`config.mk`:
```
export PLATFORM = sky130hd
export DESIGN_NAME = store_buffer_q_flat
export DESIGN_NICKNAME = d
export VERILOG_FILES = /design/src/rtl/sb_pkg.sv /design/src/rtl/store_buffer_q_if.sv /design/src/rtl/sb_fwd_match.sv /design/src/rtl/store_buffer_q.sv /design/src/flat_wrapper.sv
export SDC_FILE = /design/constraint.sdc
export NUM_CORES = 1
export LEC_CHECK = 0
export BUFFER_PORTS_ARGS = -buffer_cell sky130_fd_sc_hd__clkbuf_2
export CAP_MARGIN = 20
export CORE_ASPECT_RATIO = 0.6
export CORE_MARGIN = 10
export CORE_UTILIZATION = 55
export CTS_CLUSTER_DIAMETER = 30
export CTS_CLUSTER_SIZE = 30
export DETAILED_ROUTE_END_ITERATION = 10
export PLACE_DENSITY = 0.83
export SYNTH_ARGS = -nofsm -noshare
export SYNTH_HDL_FRONTEND = slang
export SYNTH_SLANG_ARGS = --single-unit
```
`constraint.sdc`:
```
create_clock -name clk -period 5.1 [get_ports clk]
set_input_delay 1.02 -clock clk [delete_from_list [all_inputs] [get_ports clk]]
set_output_delay 1.02 -clock clk [all_outputs]
set_load 0.01 [all_outputs]
```
`src/rtl/sb_pkg.sv`:
```
// Shared types and constants for the store buffer: entry layout and drain policy codes.
package sb_pkg;

  localparam int SB_ADDR_W = 32;
  localparam int SB_DATA_W = 32;

  localparam int DRAIN_EAGER = 0;
  localparam int DRAIN_LAZY  = 1;

  // Reference entry layout at the default widths; the top builds the same shape at its own widths.
  typedef struct packed {
    logic                 valid;
    logic [SB_ADDR_W-1:0] addr;
    logic [SB_DATA_W-1:0] data;
  } sb_entry_t;

endpackage

```
`src/rtl/store_buffer_q_if.sv`:
```
// Core/cache-facing bundle of the store buffer: store intake, load lookup, cache drain and status.
interface store_buffer_q_if #(
  parameter int ADDR_W = 32,
  parameter int DATA_W = 32,
  parameter int DEPTH  = 4
);
  localparam int CNT_W = $clog2(DEPTH) + 1;

  logic              st_valid;
  logic              st_ready;
  logic [ADDR_W-1:0] st_addr;
  logic [DATA_W-1:0] st_data;
  logic              ld_valid;
  logic [ADDR_W-1:0] ld_addr;
  logic              ld_hit;
  logic [DATA_W-1:0] ld_data;
  logic              dc_valid;
  logic              dc_ready;
  logic [ADDR_W-1:0] dc_addr;
  logic [DATA_W-1:0] dc_data;
  logic              drain_req;
  logic              empty;
  logic              full;
  logic [CNT_W-1:0]  count;

  modport master (
    output st_valid, st_addr, st_data, ld_valid, ld_addr, dc_ready, drain_req,
    input  st_ready, ld_hit, ld_data, dc_valid, dc_addr, dc_data, empty, full, count
  );

  modport slave (
    input  st_valid, st_addr, st_data, ld_valid, ld_addr, dc_ready, drain_req,
    output st_ready, ld_hit, ld_data, dc_valid, dc_addr, dc_data, empty, full, count
  );

endinterface

```
`src/rtl/sb_fwd_match.sv`:
```
// Combinational store-to-load forwarding: scans entries oldest to youngest so the youngest match wins.
module sb_fwd_match
  import sb_pkg::*;
#(
  parameter int  DEPTH   = 4,
  parameter int  ADDR_W  = SB_ADDR_W,
  parameter int  DATA_W  = SB_DATA_W,
  parameter type ENTRY_T = sb_entry_t
) (
  input  ENTRY_T                     i_entries [DEPTH],
  input  logic [$clog2(DEPTH)-1:0]   i_head,
  input  logic [ADDR_W-1:0]          i_ld_addr,
  output logic                       o_hit,
  output logic [DATA_W-1:0]          o_data
);

  localparam int PTR_W = $clog2(DEPTH);

  logic [DEPTH-1:0]  w_match;
  logic [DATA_W-1:0] w_data [DEPTH];

  // Slot gi of these vectors is the entry of age gi, i.e. index (head + gi) mod DEPTH.
  for (genvar gi = 0; gi < DEPTH; gi++) begin : g_age
    logic [PTR_W-1:0] w_idx;
    assign w_idx       = i_head + PTR_W'(gi);
    assign w_match[gi] = i_entries[w_idx].valid && (i_entries[w_idx].addr == i_ld_addr);
    assign w_data[gi]  = i_entries[w_idx].data;
  end

  always_comb begin
    o_hit  = |w_match;
    o_data = '0;
    for (int k = 0; k < DEPTH; k++) begin
      if (w_match[k]) begin
        o_data = w_data[k];
      end
    end
  end

endmodule

```
`src/rtl/store_buffer_q.sv`:
```
// Circular store buffer: accepts retiring stores, drains the oldest to the data cache and
// forwards the youngest matching store to loads in the same cycle.
module store_buffer_q
  import sb_pkg::*;
#(
  parameter int DEPTH      = 4,
  parameter int ADDR_W     = SB_ADDR_W,
  parameter int DATA_W     = SB_DATA_W,
  parameter int DRAIN_MODE = DRAIN_EAGER,
  parameter int HWM        = DEPTH - 1
) (
  input logic             clk,
  input logic             rst_n,
  store_buffer_q_if.slave bus
);

  localparam int PTR_W = $clog2(DEPTH);
  localparam int CNT_W = PTR_W + 1;

  typedef struct packed {
    logic              valid;
    logic [ADDR_W-1:0] addr;
    logic [DATA_W-1:0] data;
  } entry_t;

  entry_t           w_entries [DEPTH];
  entry_t           w_head_entry;
  logic [PTR_W-1:0] r_head;
  logic [PTR_W-1:0] r_tail;
  logic [CNT_W-1:0] r_count;
  logic             r_drain_active;

  logic              w_full;
  logic              w_empty;
  logic              w_push;
  logic              w_pop;
  logic              w_lazy_go;
  logic              w_dc_valid;
  logic              w_fwd_hit;
  logic [DATA_W-1:0] w_fwd_data;

  assign w_full  = (r_count == CNT_W'(DEPTH));
  assign w_empty = (r_count == '0);
  assign w_push  = bus.st_valid && !w_full;
  assign w_pop   = w_dc_valid && bus.dc_ready;

  // An offered drain stays offered until taken, even if the lazy trigger goes away.
  assign w_lazy_go  = r_drain_active || w_full || bus.drain_req || (r_count >= CNT_W'(HWM));
  assign w_dc_valid = !w_empty && ((DRAIN_MODE == DRAIN_EAGER) || w_lazy_go);

  for (genvar gi = 0; gi < DEPTH; gi++) begin : g_entry
    entry_t r_entry;
    always_ff @(posedge clk or negedge rst_n) begin
      if (!rst_n) begin
        r_entry <= '0;
      end else if (w_push && (r_tail == PTR_W'(gi))) begin
        r_entry <= '{valid: 1'b1, addr: bus.st_addr, data: bus.st_data};
      end else if (w_pop && (r_head == PTR_W'(gi))) begin
        r_entry.valid <= 1'b0;
      end
    end
    assign w_entries[gi] = r_entry;
  end

  always_ff @(posedge clk or negedge rst_n) begin
    if (!rst_n) begin
      r_head         <= '0;
      r_tail         <= '0;
      r_count        <= '0;
      r_drain_active <= 1'b0;
    end else begin
      if (w_push) begin
        r_tail <= r_tail + 1'b1;
      end
      if (w_pop) begin
        r_head <= r_head + 1'b1;
      end
      r_count        <= r_count + CNT_W'(w_push) - CNT_W'(w_pop);
      r_drain_active <= w_dc_valid && !bus.dc_ready;
    end
  end

  sb_fwd_match #(
    .DEPTH  (DEPTH),
    .ADDR_W (ADDR_W),
    .DATA_W (DATA_W),
    .ENTRY_T(entry_t)
  ) u_fwd (
    .i_entries(w_entries),
    .i_head   (r_head),
    .i_ld_addr(bus.ld_addr),
    .o_hit    (w_fwd_hit),
    .o_data   (w_fwd_data)
  );

  // The head slot is valid exactly when the queue is non-empty, so it doubles as the zero gate.
  assign w_head_entry = w_entries[r_head];
  assign bus.dc_addr  = w_head_entry.valid ? w_head_entry.addr : '0;
  assign bus.dc_data  = w_head_entry.valid ? w_head_entry.data : '0;

  assign bus.st_ready = !w_full;
  assign bus.dc_valid = w_dc_valid;
  assign bus.ld_hit   = bus.ld_valid && w_fwd_hit;
  assign bus.ld_data  = (bus.ld_valid && w_fwd_hit) ? w_fwd_data : '0;
  assign bus.empty    = w_empty;
  assign bus.full     = w_full;
  assign bus.count    = r_count;

endmodule

```
`src/flat_wrapper.sv`:
```
// flat-port wrapper written by rule: the top's interface ports become plain ports
module store_buffer_q_flat import sb_pkg::*;
#(
  parameter int DEPTH      = 4,
  parameter int ADDR_W     = SB_ADDR_W,
  parameter int DATA_W     = SB_DATA_W,
  parameter int DRAIN_MODE = DRAIN_EAGER,
  parameter int HWM        = DEPTH - 1
)
  (clk, rst_n, bus_st_valid, bus_st_addr, bus_st_data, bus_ld_valid, bus_ld_addr, bus_dc_ready, bus_drain_req, bus_st_ready, bus_ld_hit, bus_ld_data, bus_dc_valid, bus_dc_addr, bus_dc_data, bus_empty, bus_full, bus_count);
  store_buffer_q_if #(.ADDR_W(ADDR_W), .DATA_W(DATA_W), .DEPTH(DEPTH)) bus_i ();
  input logic clk;
  input logic rst_n;
  input wire logic [$bits(bus_i.st_valid)-1:0] bus_st_valid;
  input wire logic [$bits(bus_i.st_addr)-1:0] bus_st_addr;
  input wire logic [$bits(bus_i.st_data)-1:0] bus_st_data;
  input wire logic [$bits(bus_i.ld_valid)-1:0] bus_ld_valid;
  input wire logic [$bits(bus_i.ld_addr)-1:0] bus_ld_addr;
  input wire logic [$bits(bus_i.dc_ready)-1:0] bus_dc_ready;
  input wire logic [$bits(bus_i.drain_req)-1:0] bus_drain_req;
  output wire logic [$bits(bus_i.st_ready)-1:0] bus_st_ready;
  output wire logic [$bits(bus_i.ld_hit)-1:0] bus_ld_hit;
  output wire logic [$bits(bus_i.ld_data)-1:0] bus_ld_data;
  output wire logic [$bits(bus_i.dc_valid)-1:0] bus_dc_valid;
  output wire logic [$bits(bus_i.dc_addr)-1:0] bus_dc_addr;
  output wire logic [$bits(bus_i.dc_data)-1:0] bus_dc_data;
  output wire logic [$bits(bus_i.empty)-1:0] bus_empty;
  output wire logic [$bits(bus_i.full)-1:0] bus_full;
  output wire logic [$bits(bus_i.count)-1:0] bus_count;
  assign bus_i.st_valid = bus_st_valid;
  assign bus_i.st_addr = bus_st_addr;
  assign bus_i.st_data = bus_st_data;
  assign bus_i.ld_valid = bus_ld_valid;
  assign bus_i.ld_addr = bus_ld_addr;
  assign bus_i.dc_ready = bus_dc_ready;
  assign bus_i.drain_req = bus_drain_req;
  assign bus_st_ready = bus_i.st_ready;
  assign bus_ld_hit = bus_i.ld_hit;
  assign bus_ld_data = bus_i.ld_data;
  assign bus_dc_valid = bus_i.dc_valid;
  assign bus_dc_addr = bus_i.dc_addr;
  assign bus_dc_data = bus_i.dc_data;
  assign bus_empty = bus_i.empty;
  assign bus_full = bus_i.full;
  assign bus_count = bus_i.count;
  store_buffer_q #(.DEPTH(DEPTH), .ADDR_W(ADDR_W), .DATA_W(DATA_W), .DRAIN_MODE(DRAIN_MODE), .HWM(HWM)) u_core (.clk(clk), .rst_n(rst_n), .bus(bus_i));
endmodule
```
### Word-level counts from Yosys, hierarchy flattened

Cells that the tools add are included.

| storage, ports and cells | value |
|---|---|
| register bits after elaboration | 267 |
| input bits | 102 |
| output and inout port bits | 104 |
| word-level logic and storage cells | 92 |

| operators by class | value |
|---|---|
| $add $sub $neg | 6 |
| magnitude comparators | 4 |
| equality and inequality tests | 11 |
| muxes and demuxes | 27 |
| bitwise logic cells | 4 |
| reduce and logical (&&, ||, !) cells | 25 |

Operators by type and width:

| kind | count |
|---|---|
| binary-select mux 65 bit (select 2 bit) | 4 |
| 2-to-1 mux 65 bit | 8 |
| 2-to-1 mux 32 bit | 7 |
| equality test 32 bit | 4 |
| logical AND 1 bit | 15 |
| >= comparator 3 bit (second input constant) | 4 |
| NOT 2 -> 3 bit | 4 |
| equality test 2 bit (second input constant) | 4 |
| 2-to-1 mux 1 bit | 8 |
| nonzero test 2 bit | 4 |
| adder 2 x 1 -> 2 bit (second input constant) | 2 |
| adder 2 bit (second input constant) | 2 |
| equality test 2 x 1 -> 1 bit (second input constant) | 2 |
| zero test 2 bit | 2 |
| OR reduction 4 bit | 1 |
| adder 3 x 1 -> 3 bit | 1 |
| equality test 3 bit (second input constant) | 1 |
| zero test 3 bit | 1 |
| subtractor 3 x 1 -> 3 bit | 1 |
| zero test 1 bit | 2 |

### Depth between registers and ports, before layout

Gate-level depths: netlist of run 1.

| depth | value |
|---|---|
| depth after elaboration | 11 |
| gate-level depth with buffers | 21 |
| depth with buffers taken out | 10 |

### By module

A second synthesis of run 1 with hierarchy kept.

| unflattened totals | value |
|---|---|
| cells, all modules | 1,867 |
| area total of the unflattened synthesis | 22,326.4 um^2 |

By module, submodules not included:

| module | times used | cells an instance | area an instance (um^2) | seq. area each (um^2) |
|---|---|---|---|---|
| store_buffer_q | 1 | 790 | 13,430.4 | 6,681.4 |
| sb_fwd_match | 1 | 1,077 | 8,896.0 | 0.0 |

### Worst setup path after synthesis of run 1

OpenSTA, ideal clock, no wires.

| path | value |
|---|---|
| path type | register -> output |
| from | register u_core.r_head[0] |
| to | output port bus_ld_data[0] |
| arrival | 4.145 ns |
| required time | 4.080 ns |
| path slack | -0.065 ns |
| cell stages (with the launch flop) | 21 |
| path buffers | 10 |
| path through | dfrtp_1 -> buf_6 -> buf_12 -> buf_12 -> inv_2 -> buf_2 -> buf_2 -> buf_2 -> ha_1 -> buf_2 -> buf_4 -> buf_2 -> mux2i_1 -> xor2_1 -> o2111ai_1 -> a211oi_1 -> nand4_1 -> o21bai_2 -> clkbuf_1 -> and2b_1 -> o311a_1 |

| between the ends | value |
|---|---|
| cells in the longest elaborated chain, start to end | 11 |
| elaborated cells between the ends (all ways) | 34 |
| classes of those cells | add/sub (3); eq/ne (4); mux (17); bitwise (4); reduce/logical (6) |

RTL lines:

| element | RTL line | source |
|---|---|---|
| start: declaration | store_buffer_q.sv:28 | `logic [PTR_W-1:0] r_head;` |
| start signal: assignment | store_buffer_q.sv:76 | `r_head <= r_head + 1'b1;` |
| adder 2 x 1 -> 2 bit * | sb_fwd_match.sv:25 | `assign w_idx = i_head + PTR_W'(gi);` |
| named net u_core.u_fwd.g_age[1].w_idx[0] | sb_fwd_match.sv:24 | `logic [PTR_W-1:0] w_idx;` |
| NOT 2 -> 3 bit (not written as such) * | sb_fwd_match.sv:26, sb_fwd_match.sv:27 |  |
| binary-select mux 65 bit (select 2 bit) * | sb_fwd_match.sv:26, sb_fwd_match.sv:27 |  |
| 2-to-1 mux 65 bit (not written as such) * (2 in a row) | sb_fwd_match.sv:27 | `assign w_data[gi] = i_entries[w_idx].data;` |
| equality test 32 bit | sb_fwd_match.sv:26 | `assign w_match[gi] = i_entries[w_idx].valid && (i_entries[w_idx].addr == i_ld_addr);` |
| logical AND 1 bit | sb_fwd_match.sv:26 |  |
| 2-to-1 mux 32 bit (3 in a row) | sb_fwd_match.sv:34 | `if (w_match[k]) begin` |
| 2-to-1 mux 32 bit * | store_buffer_q.sv:104 | `assign bus.ld_data = (bus.ld_valid && w_fwd_hit) ? w_fwd_data : '0;` |
| end: declaration | flat_wrapper.sv:23 | `output wire logic [$bits(bus_i.ld_data)-1:0] bus_ld_data;` |

The timed path passes the listed nets; every way through them passes the cells marked *. The select of a mux whose other input is x is not followed.

### Worst setup path after layout of run 1

| path | value |
|---|---|
| from | register u_core.r_head[1] |
| to | output port bus_ld_data[25] |

Same word-level chain as after synthesis.

==> results of run 1 <==
## Yosys cell counts, types with 10 or more instances
| cell | n |
|---|---|
| clkbuf_1 | 70 |
| nor2_1 | 12 |
| buf_4 | 12 |
| inv_1 | 53 |
| o21ai_0 | 48 |
| buf_2 | 40 |
| nor2b_1 | 43 |
| xnor2_1 | 80 |
| mux4_2 | 215 |
| nor4_1 | 12 |
| ha_1 | 10 |
| and2b_1 | 24 |
| mux2_2 | 265 |
| and2_1 | 59 |
| o311a_1 | 32 |
| buf_1 | 13 |
| nand4_1 | 16 |
| buf_6 | 12 |
| nand2_1 | 47 |
| xor2_1 | 39 |
| o21a_1 | 32 |
| mux2i_1 | 77 |
| dfrtp_1 | 267 |
## timing repair
item | 4_1_cts | 5_1_grt
endpoints found under the setup margin | 33 | 33
cloned | 5 | 6
resized for setup | 45 | 32
hold buffers | 0 | 0
setup buffers | 18 | 11
pin swaps | 12 | 3
## worst min path at each step
| stage | startpoint | slack [ns] | end |
|---|---|---|---|
| global route | u_core.bus.count[2] | 0.58 | u_core.bus.count[2] |
| CTS | u_core.bus.count[2] | 0.55 | u_core.bus.count[2] |
| floorplan | u_core.g_entry[3].r_entry[64] | 0.50 | u_core.g_entry[3].r_entry[64] |
| global placement | u_core.bus.count[2] | 0.50 | u_core.bus.count[2] |
| finish | rst_n | 0.54 | u_core.g_entry[3].r_entry[30] |
| detailed placement | u_core.bus.count[2] | 0.53 | u_core.bus.count[2] |
## worst register-to-register path, delay by kind of cell (launching register included)
family / cells / cell delay [ns]
buf+inv: 1 / 0.60
flops: 1 / 0.44
mux: 1 / 0.44
simple gates: 4 / 1.21
## where the power goes
part / switching, mW / leakage (nW) / internal [mW]
Combinational: 6.42 / 6.79 / 7.20
Clock: 1.18 / 0.879 / 2.41
Sequential: 1.47 / 3.17 / 3.23
Total: 9.08 / 10.8 / 12.8
## cells in the final DEF (no fill, tap or decap), drive strengths merged, types with 39 or more instances in the layout
cell type	n
clkbuf	268
dfrtp	267
mux2	265
mux4	223
buf	114
xnor2	80
mux2i	77
and2	61
inv	58
o21ai	48
nand2	47
nor2b	43
xor2	39
## cell families after synthesis
group / after synthesis / share of synthesized area
adder cells (fa/ha/maj): 11 / 0.007081
AO/OA/AOI/OAI: 177 / 0.06538
multiplexers: 565 / 0.4297
XOR/XNOR: 119 / 0.05085
flip-flops: 267 / 0.3260
buffers and inverters: 205 / 0.04951
AND/OR/NAND/NOR: 250 / 0.07149
## cell type report
cell class / count / area, um2 / area share
flip-flops and latches: 267 / 6689 / 0.2687
multi-input cells: 1122 / 13090 / 0.5258
clock inverters: 27 / 374.1 / 0.01503
inverters: 54 / 207.7 / 0.008344
well taps: 504 / 630.6 / 0.02533
repair buffers: 317 / 2424 / 0.09737
clock buffers: 68 / 1463 / 0.05876
diodes: 6 / 15.01 / 0.0006032
## per-stage QoR
stage | power [mW] | utilization
4_1_cts | 21.27 | 0.6715
6_report | 21.92 | 0.6810
3_5_place_dp | 16.96 | 0.6067
2_1_floorplan | 13.24 | -
3_3_place_gp | 16.50 | 0.6067
5_1_grt | 22.85 | 0.6808
## state kept, by name, summed over array words and instances (netlist names)
name                    cells
u_core.g_entry.r_entry    260
u_core.bus.count            3
u_core.r_head               2
u_core.r_tail               2
## metal layers
metal	track usage	wire, um	share of wire
met5	0	37	0.00055
met4	0.07489	1572	0.023
met3	0.1030	8350	0.12
met2	0.4178	29840	0.44
met1	0.3853	27660	0.41
==> impl_metrics.py, run 1 <==
metrics = {
    "run_status": {
        "status": "finished, violations left",
        "violations": "negative setup slack",
    },
    "detailed_routing": {
        "remaining_drc_errors": 0,
        "routed_via_density": 6.814,
        "vias": 16110,
        "drt_iter0_markers": 1960,
        "totalWireLength_um": 67460,
        "final_antenna_net_count": 0,
        "wl_per_cell_um": 28.52,
        "dr.pass1.iters": 6,
    },
    "grt": {
        "grt_pass1_wl_um": 100300,
        "grt_pass1_vias": 16200,
        "gr-usage-all-layers": 0.2815,
        "grt_max_degree": 122,
        "grt_overflow": 0,
        "antenna_found_initial": 8,
    },
    "synth": {
        "syn_nets": 1707,
        "syn_inst": 1594,
        "synth_area_leaders": "dfrtp_1, mux4_2, mux2_2, mux2i_1, xnor2_1",
        "synth_area_um2": 20500,
        "synth_cell_types": 66,
        "avgSynthCellArea_um2": 12.86,
        "synth-edff-count": 0,
        "ys_warn_count": 0,
        "synth_flop_cell": "dfrtp_1",
        "yosysTopAreaCell": "dfrtp_1",
        "yosysSeqAreaShare": 0.3260,
        "synth.ff_latch_count": 267,
        "synth.top_cell.area_share": 0.3260,
        "ys_async_sr_fraction": 1.000,
    },
    "finish": {
        "nFillCells": 2515,
        "area_delta_synth_final_pct": 21.45,
        "finalNonFillerCells": 2365,
        "fin_nets": 1926,
        "design_area_um2": 24890,
        "drive_gt1_frac": 0.5057,
    },
    "timing": {
        "slew_viol_final": 0,
        "setup_ws_ns": -0.4235,
        "fmax_mhz": 181.0,
        "setup_tns_ns": -12.48,
        "period_needed_ns": 5.523,
        "skew_ns": 0.03142,
        "setup_viol": 33,
        "tightest_slew_ns": 1.051,
        "slew_headroom": 0.2918,
        "holdWs_ns": 0.5353,
        "rsz0062_at_grt": "yes",
        "hold_violations": 0,
        "min_period_over_period": 1.083,
    },
    "worst_setup_path": {
        "crit_path_max_fanout": 7,
        "cp_cell_sequence": "inv_4 -> ha_4 -> buf_4 -> mux4_2 -> xnor2_2 -> o211ai_1 -> nor4_2 -> buf_4 -> nand4_1 -> buf_4 -> buf_6 -> o211ai_4 -> buf_12 -> buf_12 -> nor2b_1 -> o311a_1 -> clkbuf_2",
        "r2r_end": "u_core.g_entry[2].r_entry[18]",
        "path_buf_inv": 8,
        "r2r_start": "u_core.bus.count[1]",
        "worstPathRequired_ns": 4.08,
        "crit_slowest_cell": "mux4_2",
        "regToRegSetupSlack_ns": 2.28,
        "crit_type": "register to output pin",
        "crit_start": "u_core.r_head[1]",
        "cp_top_family": "buffers and inverters",
        "end_kind": "output pin",
        "worstPathArrival_ns": 4.50,
        "critical-path-max-stage-delay_ns": 0.51,
        "rr_worst_depth": 6,
        "worst-path-stages": 17,
        "start_kind": "register",
        "endpoint": "bus_ld_data[25]",
        "cp_common_cell": "buf_4",
    },
    "clocking": {
        "cts_buffers": 51,
        "cts_tree": "done",
        "cts_root_buf": "clkbuf_16",
        "clk_pin_slew_ns": 0.05,
        "clockBufferDepth": 3,
        "cts.sinks": 267,
        "insertion_delay_ns": 0.56,
        "cts_max_level": 2,
    },
    "pwr": {
        "max-vdd-ir-drop_v": 0.0003966,
        "cellLeakagePower_nw": 10.83,
        "power.density_nw_per_um2": 880.6,
    },
    "place": {
        "placed_cells": 2226,
        "place_hpwl_um": 44450,
        "gp_congestion": 1.011,
        "place_area_um2": 22180,
        "place_ws_ns": 0.1454,
        "io_buffers": 204,
    },
    "floorplanning": {
        "dieArea_um2": 45640,
        "rows": 54,
        "dieHeight_um": 169.5,
        "floorplan.initialDensity": 0.5607,
        "core_area_um2": 36550,
        "fp.dieW_um": 269.2,
        "ios": 206,
    },
    "job": {
        "maxCapViolCount": 0,
    },
    "worst_hold_path": {
        "min_path_type": "primary input to asynchronous set/reset pin",
    },
}
No activity file was read; power rests on OpenSTA's default activity.
==> run 2, diff against run 1 <==
--- a/config.mk
+++ b/config.mk
@@ -7,7 +7,7 @@
 export LEC_CHECK = 0
 export BUFFER_PORTS_ARGS = -buffer_cell sky130_fd_sc_hd__clkbuf_2
 export CAP_MARGIN = 20
-export CORE_ASPECT_RATIO = 0.6
+export CORE_ASPECT_RATIO = 1.5
 export CORE_MARGIN = 10
 export CORE_UTILIZATION = 55
 export CTS_CLUSTER_DIAMETER = 30
@@ -17,3 +17,4 @@
 export SYNTH_ARGS = -nofsm -noshare
 export SYNTH_HDL_FRONTEND = slang
 export SYNTH_SLANG_ARGS = --single-unit
+export TNS_END_PERCENT = 30
==> run 2 against run 1 <==
Against the previous run: the flow still finishes with violations (negative setup slack); flip-flop and latch count stayed put; clock power is 10% lower; die area is 0.21% lower; worst hold slack worse by 0.10 ns; setup slack better by 0.13 ns; wire length is 2.9% lower; register-to-register slack better by 0.03 ns; maximum frequency is 2.5% higher; non-clock buffer count is 5 higher; global-route usage is 0.85 points lower; critical path depth stayed put.
==> impl_metrics.py, run 2 (synthesized netlist as in run 1, its figures left out) <==
metrics = {
    "run_status": {
        "status": "finished, violations left",
        "violations": "negative setup slack",
    },
    "place": {
        "place_area_um2": 22130,
        "io_buffers": 204,
        "gp_congestion": 0.9945,
        "place_hpwl_um": 42270,
    },
    "worst_setup_path": {
        "start_kind": "register",
        "worstPathArrival_ns": 4.37,
        "cp_cell_sequence": "inv_4 -> ha_4 -> buf_12 -> buf_4 -> mux4_2 -> xnor2_2 -> nand4_1 -> nor4_2 -> buf_4 -> nand4_1 -> buf_4 -> o211ai_4 -> buf_12 -> buf_16 -> nor2b_4 -> o311a_1 -> buf_2",
        "cp_common_cell": "buf_4",
        "critical-path-max-stage-delay_ns": 0.55,
        "crit_path_max_fanout": 8,
        "regToRegSetupSlack_ns": 2.31,
        "crit_slowest_cell": "mux4_2",
        "worstPathRequired_ns": 4.08,
        "rr_worst_depth": 6,
        "r2r_start": "u_core.bus.count[1]",
        "end_kind": "output pin",
        "crit_type": "register to output pin",
        "r2r_end": "u_core.g_entry[1].r_entry[15]",
    },
    "detailed_routing": {
        "vias": 15830,
        "dr.pass1.iters": 5,
        "drt_iter0_markers": 1557,
        "routed_via_density": 6.750,
        "final_antenna_net_count": 0,
        "wl_per_cell_um": 27.94,
        "totalWireLength_um": 65520,
        "remaining_drc_errors": 0,
    },
    "timing": {
        "setup_ws_ns": -0.2891,
        "slew_viol_final": 0,
        "fmax_mhz": 185.6,
        "min_period_over_period": 1.057,
        "setup_viol": 33,
        "slew_headroom": 0.3840,
        "rsz0062_at_grt": "yes",
        "skew_ns": 0.01672,
        "hold_violations": 0,
        "period_needed_ns": 5.389,
        "tightest_slew_ns": 0.9240,
    },
    "finish": {
        "fin_util": 0.6759,
        "drive_gt1_frac": 0.5113,
        "design_area_um2": 24870,
        "area_delta_synth_final_pct": 21.36,
        "max_flop_register": "u_core.g_entry.r_entry",
        "final_cell_mix": "mux2_2, dfrtp_1, mux4_2",
        "largest_reg_flops": 260,
        "fin_nets": 1929,
    },
    "pwr": {
        "p_clk_frac": 0.150,
        "cellLeakagePower_nw": 10.83,
        "switching_power_mw": 8.858,
        "p_comb_frac": 0.633,
        "seqPwrFrac": 0.217,
        "sw_frac_of_total": 0.4113,
        "internal-power_mw": 12.68,
        "power.density_nw_per_um2": 865.9,
        "max-vdd-ir-drop_v": 0.0006106,
    },
    "clocking": {
        "cts_root_buf": "clkbuf_16",
        "cts_max_level": 2,
        "insertion_delay_ns": 0.56,
        "clk_pin_slew_ns": 0.05,
        "cts.sinks": 267,
        "cts_tree": "done",
        "hold_buffers": 0,
        "cts_buffers": 49,
        "clockBufferDepth": 3,
    },
    "floorplanning": {
        "dieArea_um2": 45550,
        "dieHeight_um": 256.4,
        "ios": 206,
        "floorplan.initialDensity": 0.5569,
        "core_area_um2": 36800,
        "fp.dieW_um": 177.6,
        "rows": 86,
    },
    "grt": {
        "grt_overflow": 0,
        "grt_max_degree": 98,
        "antenna_found_initial": 5,
        "gr-usage-all-layers": 0.2730,
        "grt_pass1_vias": 16370,
        "grt_pass1_wl_um": 96900,
    },
    "worst_hold_path": {
        "min_path_type": "primary input to asynchronous set/reset pin",
    },
    "job": {
        "maxCapViolCount": 0,
    },
}
## run 2: changes by cell type in the layout (fill, tap and decap cells not counted), sizes merged
| cell | previous run | this run |
|---|---|---|
| bufinv | 8 | 3 |
| diode | 6 | 5 |
| clkinv | 7 | 8 |
| buf | 114 | 135 |
| inv | 58 | 62 |
| clkbuf | 268 | 248 |
## run 2: worst max-delay path by stage
stage                     slack (ns)         endpoint             start
after CTS                      -0.23  bus_ld_data[31]  u_core.r_head[0]
after floorplan                0.009   bus_ld_data[0]  u_core.r_head[0]
final                          -0.29  bus_ld_data[27]  u_core.r_head[1]
after global placement          0.26  bus_ld_data[22]  u_core.r_head[0]
after global routing           -0.35   bus_ld_data[9]  u_core.r_head[1]
after detailed placement        0.24  bus_ld_data[31]  u_core.r_head[0]
## run 2: cell type report
class	count	area, um2
antenna	5	12.51
clock buffer	64	1373
clock inverter	27	282.8
fill	2570	11930
inverter	54	207.7
multi-input combinational	1122	13140
sequential	267	6689
tap	484	605.6
timing repair buffer	322	2562
## run 2: critical path, delay by kind of cell (launching register included)
kind | cells | cell delay [ns]
buf+inv | 8 | 1.17
compound gates | 2 | 0.48
simple gates | 4 | 0.56
fa+ha+maj | 1 | 0.37
flops | 1 | 0.45
xor+xnor | 1 | 0.22
mux | 1 | 0.55
## run 2: stage by stage
stage / TNS [ns] / instances / worst slack [ns] / hold WS (ns) / total power [mW]
floorplan: 0 / 1594 / 0.009261 / 0.5009 / 13.24
global placement: 0 / 2206 / 0.2643 / 0.5015 / 16.38
detailed placement: 0 / 2206 / 0.2382 / 0.5460 / 16.80
CTS: -6.312 / 2310 / -0.2292 / 0.4520 / 20.73
global route: -9.791 / 2345 / -0.3452 / 0.4769 / 22.53
finish: -7.638 / 2345 / -0.2891 / 0.4348 / 21.54
## run 2: repair_timing
action	CTS	global route
gates resized for setup	43	70
setup buffers	7	24
setup endpoints to repair	33	33
pin swaps	8	27
cloned	6	6
## run 2: metal layers
layer  track usage  up-vias  part of all wire
met4        0.1618        0             0.062
li1              -     6594                 -
met5             0        -                 0
met2        0.4702      927              0.52
met3       0.04531      198             0.077
met1        0.3109     8109              0.34
## run 2: power by group through the flow
stage	Clock [mW]	Combinational [mW]	Sequential, mW
after floorplan	0	9.14	4.10
after global routing	3.39	14.3	4.81
after global placement	0	12.0	4.38
after CTS	3.28	12.9	4.56
final	3.23	13.6	4.68
after detailed placement	0	12.2	4.56
==> run 3, diff against run 2 <==
--- a/config.mk
+++ b/config.mk
@@ -14,6 +14,7 @@
 export CTS_CLUSTER_SIZE = 30
 export DETAILED_ROUTE_END_ITERATION = 10
 export PLACE_DENSITY = 0.83
+export SETUP_SLACK_MARGIN = 0.4
 export SYNTH_ARGS = -nofsm -noshare
 export SYNTH_HDL_FRONTEND = slang
 export SYNTH_SLANG_ARGS = --single-unit
==> run 3 against run 2 <==
Against the previous run: the flow still finishes with violations (negative setup slack); cell count fell by 0.64%; cell area decreased by 0.64%; global-route usage decreased by 0.16 points; register-to-register slack about the same; flip-flop and latch count unchanged; critical path type unchanged; setup slack worse by 0.0054 ns; critical path depth unchanged; first-iteration DRC count is 6.0% lower; clock skew shrank 0.0020 ns; core utilization decreased by 0.44 points; combinational power fell by 3%; power down 1.6%.
==> impl_metrics.py, run 3 (synthesized netlist as in run 1, its figures left out) <==
metrics = {
    "run_status": {
        "status": "finished, violations left",
        "violations": "negative setup slack",
    },
    "timing": {
        "slew_viol_final": 0,
        "min_period_over_period": 1.058,
        "setup_ws_ns": -0.2944,
        "tightest_slew_ns": 1.126,
        "holdWs_ns": 0.5387,
        "period_needed_ns": 5.394,
        "slew_headroom": 0.2413,
        "hold_violations": 0,
        "setup_viol": 33,
        "fmax_mhz": 185.4,
        "skew_ns": 0.01476,
        "rsz0062_at_grt": "yes",
    },
    "finish": {
        "largest_reg_flops": 260,
        "final_cell_mix": "mux2_2, dfrtp_1, mux4_2",
        "max_flop_register": "u_core.g_entry.r_entry",
        "finalNonFillerCells": 2330,
        "nFillCells": 2595,
        "area_delta_synth_final_pct": 20.58,
        "drive_gt1_frac": 0.5081,
        "fin_nets": 1916,
    },
    "floorplanning": {
        "floorplan.initialDensity": 0.5569,
        "ios": 206,
        "dieArea_um2": 45550,
        "dieHeight_um": 256.4,
        "fp.dieW_um": 177.6,
        "rows": 86,
        "core_area_um2": 36800,
    },
    "clocking": {
        "cts_buffers": 50,
        "cts_max_level": 2,
        "cts_tree": "done",
        "insertion_delay_ns": 0.56,
        "cts.sinks": 267,
        "clockBufferDepth": 3,
        "cts_root_buf": "clkbuf_16",
        "clk_pin_slew_ns": 0.05,
        "hold_buffers": 0,
    },
    "pwr": {
        "p_clk_frac": 0.157,
        "p_comb_frac": 0.622,
        "cellLeakagePower_nw": 10.75,
        "seqPwrFrac": 0.222,
        "switching_power_mw": 8.699,
        "power.density_nw_per_um2": 857.6,
        "max-vdd-ir-drop_v": 0.0005393,
        "sw_frac_of_total": 0.4105,
        "internal-power_mw": 12.49,
    },
    "grt": {
        "antenna_found_initial": 4,
        "grt_max_degree": 129,
        "grt_overflow": 0,
        "gr-usage-all-layers": 0.2714,
        "grt_pass1_wl_um": 96230,
        "grt_pass1_vias": 16250,
    },
    "place": {
        "place_ws_ns": 0.1128,
        "gp_congestion": 0.9876,
        "io_buffers": 204,
        "placed_cells": 2203,
        "place_hpwl_um": 42670,
    },
    "detailed_routing": {
        "wl_per_cell_um": 27.82,
        "dr.pass1.iters": 6,
        "remaining_drc_errors": 0,
        "drt_iter0_markers": 1463,
        "totalWireLength_um": 64820,
        "vias": 15760,
        "routed_via_density": 6.762,
        "final_antenna_net_count": 0,
    },
    "worst_setup_path": {
        "end_kind": "output pin",
        "crit_path_max_fanout": 12,
        "start_kind": "register",
        "worstPathRequired_ns": 4.08,
        "worstPathArrival_ns": 4.37,
        "crit_type": "register to output pin",
    },
    "worst_hold_path": {
        "min_path_type": "primary input to asynchronous set/reset pin",
    },
    "job": {
        "maxCapViolCount": 0,
    },
}
## run 3: cell types whose count changed in the layout (fill, tap and decap cells not counted), moves of 4 or more
cell       change
nor4_1         +5
clkbuf_2      +16
clkbuf_16      +5
buf_4         -14
inv_8          +4
buf_2         -14
buf_16         -4
## run 3: worst paths after layout
kind,start,endpoint,slack (ns),depth (start not counted)
max in group asynchronous,rst_n,u_core.r_head[0],3.32,2
min in group clk,u_core.bus.count[2],u_core.bus.count[2],0.55,1
worst max register to register,u_core.bus.count[1],u_core.g_entry[0].r_entry[53],2.31,6
worst min-delay path,rst_n,u_core.g_entry[0].r_entry[52],0.54,1
worst min register to register,u_core.bus.count[2],u_core.bus.count[2],0.55,1
worst max-delay path,u_core.r_head[0],bus_ld_data[14],-0.29,17
## run 3: timing repair
item                       in CTS  in global routing
pin swaps                       5                 16
gates resized for setup        47                 43
buffers inserted                7                 13
setup endpoints to repair      33                 33
gates cloned                    3                  9
## run 3: through the flow
step	area (um2)	power, mW	utilization	TNS [ns]
4_1_cts	24200	20.54	0.6576	-6.182
3_5_place_dp	22110	16.72	0.6008	0
5_1_grt	24710	22.17	0.6716	-9.907
3_3_place_gp	22110	16.29	0.6008	0
2_1_floorplan	20580	13.29	-	0
6_report	24710	21.19	0.6716	-8.359
## run 3: cell type report
type                       count  area [um2]  area share
inverter                      54       205.2    0.008303
clock inverter                29       332.8     0.01347
timing repair buffer         308        2366     0.09574
clock buffer                  62        1366     0.05529
antenna                        4       10.01   0.0004050
tap                          484       605.6     0.02450
multi-input combinational   1122       13140      0.5316
sequential                   267        6689      0.2707
## run 3: power by group through the flow
stage | combinational [mW] | clock [mW] | sequential, mW
CTS | 12.6 | 3.35 | 4.58
detailed placement | 12.1 | 0 | 4.59
floorplan | 9.20 | 0 | 4.10
global placement | 11.9 | 0 | 4.39
finish | 13.2 | 3.32 | 4.69
global route | 13.9 | 3.46 | 4.83
## run 3: layer usage
| layer | wire, um | global-route usage | vias to the layer above |
|---|---|---|---|
| met5 | 0 | 0 | - |
| met4 | 4346 | 0.1839 | 0 |
| met3 | 4100 | 0.04060 | 210 |
| met2 | 34240 | 0.4712 | 808 |
| met1 | 22130 | 0.2990 | 8175 |
| li1 | - | - | 6563 |
## run 3: critical path, cell delays in order, from the launching register on
cell and delay, ns:
dfrtp_4 0.49, inv_4 0.05, ha_4 0.35, buf_6 0.14
buf_12 0.10, buf_12 0.12, mux2i_2 0.42, o32a_1 0.26
o2111ai_1 0.18, nor4_4 0.34, nand4_1 0.21, buf_6 0.18
o211ai_4 0.09, buf_12 0.15, buf_12 0.15, nor2b_1 0.06
o311a_1 0.36, clkbuf_2 0.14
